==> src/rtl/ccsds_asm_randomizer.sv <==
// ASM insertion + CCSDS pseudo-randomizer for bit-serial LDPC codewords.
// Ports: clk, rst_n, s_axis_* (codeword in), m_axis_* (CADU out), frame_err.
// Build option: define CADU_RANDOMIZER_EN to XOR codeword bits with the PN sequence.
module ccsds_asm_randomizer #(
  parameter int                 ASM_LEN = 32,
  parameter logic [ASM_LEN-1:0] ASM     = 32'h1ACFFC1D,
  parameter int                 CW_LEN  = 8160
) (
  input  logic clk,
  input  logic rst_n,
  input  logic s_axis_tdata,
  input  logic s_axis_tvalid,
  input  logic s_axis_tlast,
  output logic s_axis_tready,
  output logic m_axis_tdata,
  output logic m_axis_tvalid,
  output logic m_axis_tlast,
  input  logic m_axis_tready,
  output logic frame_err
);

  localparam int CNT_W = $clog2(CW_LEN);

  localparam logic [0:0] S_ASM  = 1'b0;
  localparam logic [0:0] S_DATA = 1'b1;

  logic [0:0]         state;
  logic [CNT_W-1:0]   cnt;
  logic [ASM_LEN-1:0] asm_sh;
  logic               load_ok;
  logic               in_hs;
  logic               cnt_last;
  logic               asm_end;
  logic               cw_end;
  logic               rbit;

  assign load_ok       = !m_axis_tvalid || m_axis_tready;
  assign s_axis_tready = (state == S_DATA) && load_ok;
  assign in_hs         = s_axis_tvalid && s_axis_tready;
  assign cnt_last      = (cnt == CNT_W'(CW_LEN - 1));
  assign asm_end       = (cnt == CNT_W'(ASM_LEN - 1));
  assign cw_end        = s_axis_tlast || cnt_last;

`ifdef CADU_RANDOMIZER_EN
  // lfsr[7] is a[n]; lfsr[0] is a[n+7].
  logic [7:0] lfsr;

  assign rbit = lfsr[7];

  always_ff @(posedge clk or negedge rst_n) begin
    if (!rst_n) begin
      lfsr <= 8'hFF;
    end else if (state == S_ASM && load_ok && asm_end) begin
      lfsr <= 8'hFF;
    end else if (in_hs) begin
      lfsr <= {lfsr[6:0], lfsr[0] ^ lfsr[2] ^ lfsr[4] ^ lfsr[7]};
    end
  end
`else
  assign rbit = 1'b0;
`endif

  always_ff @(posedge clk or negedge rst_n) begin
    if (!rst_n) begin
      state         <= S_ASM;
      cnt           <= '0;
      asm_sh        <= ASM;
      m_axis_tdata  <= 1'b0;
      m_axis_tvalid <= 1'b0;
      m_axis_tlast  <= 1'b0;
      frame_err     <= 1'b0;
    end else begin
      frame_err <= 1'b0;
      unique case (state)
        S_ASM: begin
          if (load_ok) begin
            m_axis_tdata  <= asm_sh[ASM_LEN-1];
            m_axis_tvalid <= 1'b1;
            m_axis_tlast  <= 1'b0;
            if (asm_end) begin
              cnt    <= '0;
              asm_sh <= ASM;
              state  <= S_DATA;
            end else begin
              cnt    <= cnt + 1'b1;
              asm_sh <= {asm_sh[ASM_LEN-2:0], 1'b0};
            end
          end
        end
        S_DATA: begin
          if (in_hs) begin
            m_axis_tdata  <= s_axis_tdata ^ rbit;
            m_axis_tvalid <= 1'b1;
            m_axis_tlast  <= cw_end;
            // early tlast or missing tlast at the last codeword bit
            frame_err     <= s_axis_tlast ^ cnt_last;
            if (cw_end) begin
              cnt   <= '0;
              state <= S_ASM;
            end else begin
              cnt <= cnt + 1'b1;
            end
          end else if (load_ok) begin
            m_axis_tvalid <= 1'b0;
          end
        end
      endcase
    end
  end

endmodule

==> config.mk <==
export PLATFORM = sky130hd
export DESIGN_NAME = ccsds_asm_randomizer
export DESIGN_NICKNAME = d
export VERILOG_FILES = /design/src/rtl/ccsds_asm_randomizer.sv
export SDC_FILE = /design/constraint.sdc
export NUM_CORES = 1
export LEC_CHECK = 0
export CAP_MARGIN = 20
export CORE_ASPECT_RATIO = 1.4
export CORE_MARGIN = 5
export CORE_UTILIZATION = 58
export DETAILED_ROUTE_END_ITERATION = 10
export PLACE_DENSITY_LB_ADDON = 0.25
export SLEW_MARGIN = 5
export SYNTH_ARGS = -nofsm -noshare
export SYNTH_HDL_FRONTEND = slang
export SYNTH_SLANG_ARGS = --single-unit
==> constraint.sdc <==
create_clock -name clk -period 2.5 [get_ports clk]
set_input_delay 0.625 -clock clk [delete_from_list [all_inputs] [get_ports clk]]
set_output_delay 0.625 -clock clk [all_outputs]
set_load 0.01 [all_outputs]
==> results of run 1 <==
[synthesized netlist by cell type (all sizes together) (2+ instances only)]
| master | count | area (um^2) |
|---|---|---|
| nand2 | 13 | 48.8 |
| ha | 3 | 37.5 |
| xnor2 | 5 | 43.8 |
| dfstp | 19 | 499 |
| a22o | 15 | 131 |
| buf | 4 | 25.0 |
| nand2b | 5 | 31.3 |
| nand4 | 4 | 25.0 |
| nor3 | 3 | 15.0 |
| nor4 | 6 | 37.5 |
| dfrtp | 31 | 776 |
| o31ai | 4 | 43.8 |
| or4 | 6 | 52.6 |
| clkbuf | 6 | 22.5 |
| nor2b | 4 | 25.0 |
| o22a | 18 | 158 |
| a21oi | 5 | 28.8 |
| or3 | 2 | 12.5 |
| nand3 | 4 | 20.0 |
| nor2 | 7 | 26.3 |
| inv | 4 | 15.0 |
| o21ai | 3 | 15.0 |
[path summary, 6_finish.rpt]
check                                         end                   from  slack, ns
setup reg to reg           asm_sh[26]$_DFFE_PN0P_     cnt[6]$_DFFE_PN0P_       0.22
min in group clk            asm_sh[0]$_DFFE_PN1P_  asm_sh[0]$_DFFE_PN1P_       0.48
max in group asynchronous     cnt[12]$_DFFE_PN0P_                  rst_n       1.69
hold / removal                 cnt[0]$_DFFE_PN0P_                  rst_n       0.42
setup / recovery                    s_axis_tready          m_axis_tready       0.20
hold reg to reg             asm_sh[0]$_DFFE_PN1P_  asm_sh[0]$_DFFE_PN1P_       0.48
[area by class of cell]
| cell class | instances | area share [%] |
|---|---|---|
| sequential | 50 | 51.6 |
| clock inverter | 3 | 1.77 |
| inverter | 4 | 0.608 |
| tap | 42 | 2.13 |
| timing repair buffer | 17 | 6.94 |
| multi-input combinational | 118 | 34.2 |
| clock buffer | 5 | 2.78 |
[layer usage]
layer / vias up / part of all wire [%] / routed length (um)
met5: - / 0 / 0
met4: 0 / 1.2 / 51
met3: 4 / 3.1 / 129
met2: 46 / 55 / 2320
met1: 782 / 41 / 1720
li1: 708 / - / -
[cell families after synthesis]
| kind of cell | count (synthesis) | synth area share (%) |
|---|---|---|
| adders and majority gates | 3 | 1.72 |
| muxes | 2 | 0.975 |
| buffers and inverters | 14 | 2.87 |
| and+or+nand+nor | 59 | 15.1 |
| DFF | 50 | 58.4 |
| AOI/OAI and AO/OA | 48 | 18.5 |
| xor gates and xnor gates | 6 | 2.41 |
[repair_timing]
action / CTS / global route
buffers inserted: 0 / 1
resized for setup: 1 / 0
hold buffers: 0 / 0
setup endpoints to repair: 1 / 4
pin swaps: 0 / 1
[worst max-delay path: cells and delay by family]
family,cells,cell delay (ns)
simple gates,2,0.34
buf+inv,2,0.71
[stage by stage]
stage	total power, W	area, um^2	setup TNS [ns]	hold slack [ns]	util (%)
floorplan	0.00180	2180	0	0.329	-
global placement	0.00195	2340	-0.0396	0.449	64.2
detailed placement	0.00201	2340	-0.0626	0.452	64.2
CTS	0.00258	2450	0	0.427	67.3
global route	0.00271	2470	0	0.451	67.8
finish	0.00257	2470	0	0.419	67.8
[flip-flops by register name (all words and copies together) (netlist names)]
name,cells
cnt,13
state,1
asm_sh,32
m_axis_tlast,1
m_axis_tdata,1
frame_err,1
m_axis_tvalid,1
[power by group through the flow]
| stage | clock [W] | combinational (W) | sequential, W |
|---|---|---|---|
| floorplan | 0 | 0.000454 | 0.00135 |
| global placement | 0 | 0.000548 | 0.00140 |
| detailed placement | 0 | 0.000586 | 0.00143 |
| CTS | 0.000574 | 0.000587 | 0.00141 |
| global route | 0.000601 | 0.000657 | 0.00145 |
| finish | 0.000562 | 0.000594 | 0.00141 |
==> Flow_metrics.wiki, run 1 <==
{| class="wikitable"
! Metric !! Value
|-
| Final Routed Wirelength || 4.22 mm
|-
| Internal power contribution || 0.00182 W
|-
| Outcome || finished, final reports clean
|-
| Count of endpoints failing hold in the final timing report || 0
|-
| Maximum vdd ir drop || 743 uV
|-
| Avg WL per Cell || 17.6 um
|-
| Fraction of met3 tracks used by global routing || 4.35%
|-
| Sequence of cells on the critical path || clkdlybuf4s50_1, nand2b_1, and2_1, dlygate4sd2_1
|-
| TritonCTS clock tree || yes
|-
| Post-route clock skew || 0.00693 ns
|-
| Depth of the CTS H-tree || 2
|-
| Number of buffers created by CTS || 5
|-
| Met1 usage || 20.4%
|-
| Count of inserted antenna diode cells || 0
|-
| FILL cells || 271
|-
| Via/cell ratio || 6.44
|-
| Pin count of the biggest net entering global routing || 51
|-
| Root Buffer Master || sky130_fd_sc_hd__clkbuf_8
|-
| Wire length of the first global-routing pass || 7.04 mm
|-
| Cells on worst reg2reg path || 4
|-
| Height of the die || 82.6 um
|-
| Post-DP HPWL || 2.93 mm
|-
| Total number of nets in the final design || 205
|-
| Required time of the critical path || 1.88 ns
|-
| Area occupied by multi-input gates || 845 um^2
|-
| Setup slack at placement || -0.0626 ns
|-
| Routing layer with the top usage in global route || met2
|-
| Number of vias after detailed routing || 1540
|-
| Avg Synthesized Cell Area || 12.0 um^2
|-
| Seq pwr share || 55.0%
|-
| Placed instance count || 230
|-
| Fraction of synthesis flops using an asynchronous set or reset pin || 100%
|-
| Antenna violations before repair || 0
|-
| Maximum clock path buffer count || 2
|-
| Instance count of the mapped netlist || 182
|-
| Most used cells in the layout excluding fill and tap cells || sky130_fd_sc_hd__dfrtp_1, sky130_fd_sc_hd__dfstp_2, sky130_fd_sc_hd__o22a_1, sky130_fd_sc_hd__a22o_1, sky130_fd_sc_hd__nand2_1
|-
| Yosys synthesis warning count || 0
|-
| Number of rows in the core area || 26
|-
| Number of nets with antenna violations after routing || 0
|-
| Final cell count without fillers || 239
|-
| Post-synthesis cell area || 0.00218 mm^2
|-
| Number of register bits inferred by synthesis || 50
|-
| Data arrival time of the critical path || 1.67 ns
|-
| First drt pass iteration count || 4
|-
| Max capacitance violation total || 0
|-
| Worst-case setup margin in the final layout || 0.201 ns
|-
| Post-route clock period utilization || 92.0%
|-
| Worst slew margin relative to its limit || 59.0%
|-
| Clock-pin slew on the worst setup and hold paths || 0.09 ns
|-
| # IOs || 11
|-
| Share of final-layout standard cells stronger than drive strength 1 || 21.3%
|-
| Critical-path maximum fanout || 3
|-
| Kind of end point of the critical path || output port
|-
| Sw Ratio || 29.1%
|-
| Commonest non-fill, non-tap cell in the layout || sky130_fd_sc_hd__dfrtp_1
|-
| Die X || 61.8 um
|-
| Number of synthesized flops with an enable pin || 0
|-
| Gr usage total || 18.6%
|-
| Sinks on Clock Net || 50
|-
| Number of global-route vias before repair || 1554
|-
| Synth unique cells || 38
|-
| Pwr Density || 1040 mW/mm^2
|-
| Minimum clock period || 2.30 ns
|-
| Net switching power || 0.000748 W
|-
| Residual DRC || 0
|-
| Sequential cell area fraction in the yosys report || 58.4%
|-
| Initial Util || 59.9%
|-
| Most used flip-flop cell after synthesis || sky130_fd_sc_hd__dfrtp_1
|-
| Sequential cell area || 0.00127 mm^2
|-
| Drt first-iter violations || 82
|-
| Insertion delay of the later-clocked pin in the worst-skew pair || 0.29 ns
|-
| Path type of the worst min-delay path || in -> async
|-
| DIE AREA || 0.00511 mm^2
|-
| Aggregate global routing overflow || 0
|-
| Biggest cell delay along the critical path || 0.42 ns
|-
| Count of port buffers added during placement || 10
|-
| Syn-to-layout area delta || 13.2%
|-
| Part of the power in combinational logic || 23.1%
|-
| Met2 Usage GRT || 33.8%
|-
| Cell with the largest stage delay on the worst path || sky130_fd_sc_hd__clkdlybuf4s50_1
|-
| Clock power frac || 21.9%
|-
| Post-Synthesis Net Count || 191
|-
| Final Slew Violations || 0
|-
| RSZ-0062 raised after global routing || no
|-
| Total of endpoints with negative setup slack in the final report || 0
|-
| Core ar. || 0.00364 mm^2
|-
| Pin slew with the least headroom to its limit || 0.609 ns
|-
| RePlAce Congestion || 0.834
|-
| Achievable clock frequency || 435 MHz
|-
| Startpoint type of the worst setup path || input port
|-
| Static Leakage || 1.02 nW
|-
| Worst Setup Path Type || in -> out
|}
(Power assumes the default switching activity.)
==> run 2: changes to the inputs <==
--- a/config.mk
+++ b/config.mk
@@ -9,6 +9,7 @@
 export CORE_ASPECT_RATIO = 1.4
 export CORE_MARGIN = 5
 export CORE_UTILIZATION = 58
+export CTS_CLUSTER_DIAMETER = 80
 export DETAILED_ROUTE_END_ITERATION = 10
 export PLACE_DENSITY_LB_ADDON = 0.25
 export SLEW_MARGIN = 5
==> results of run 2 <==
No change in the layout: final DEF, timing and power equal those of run 1.
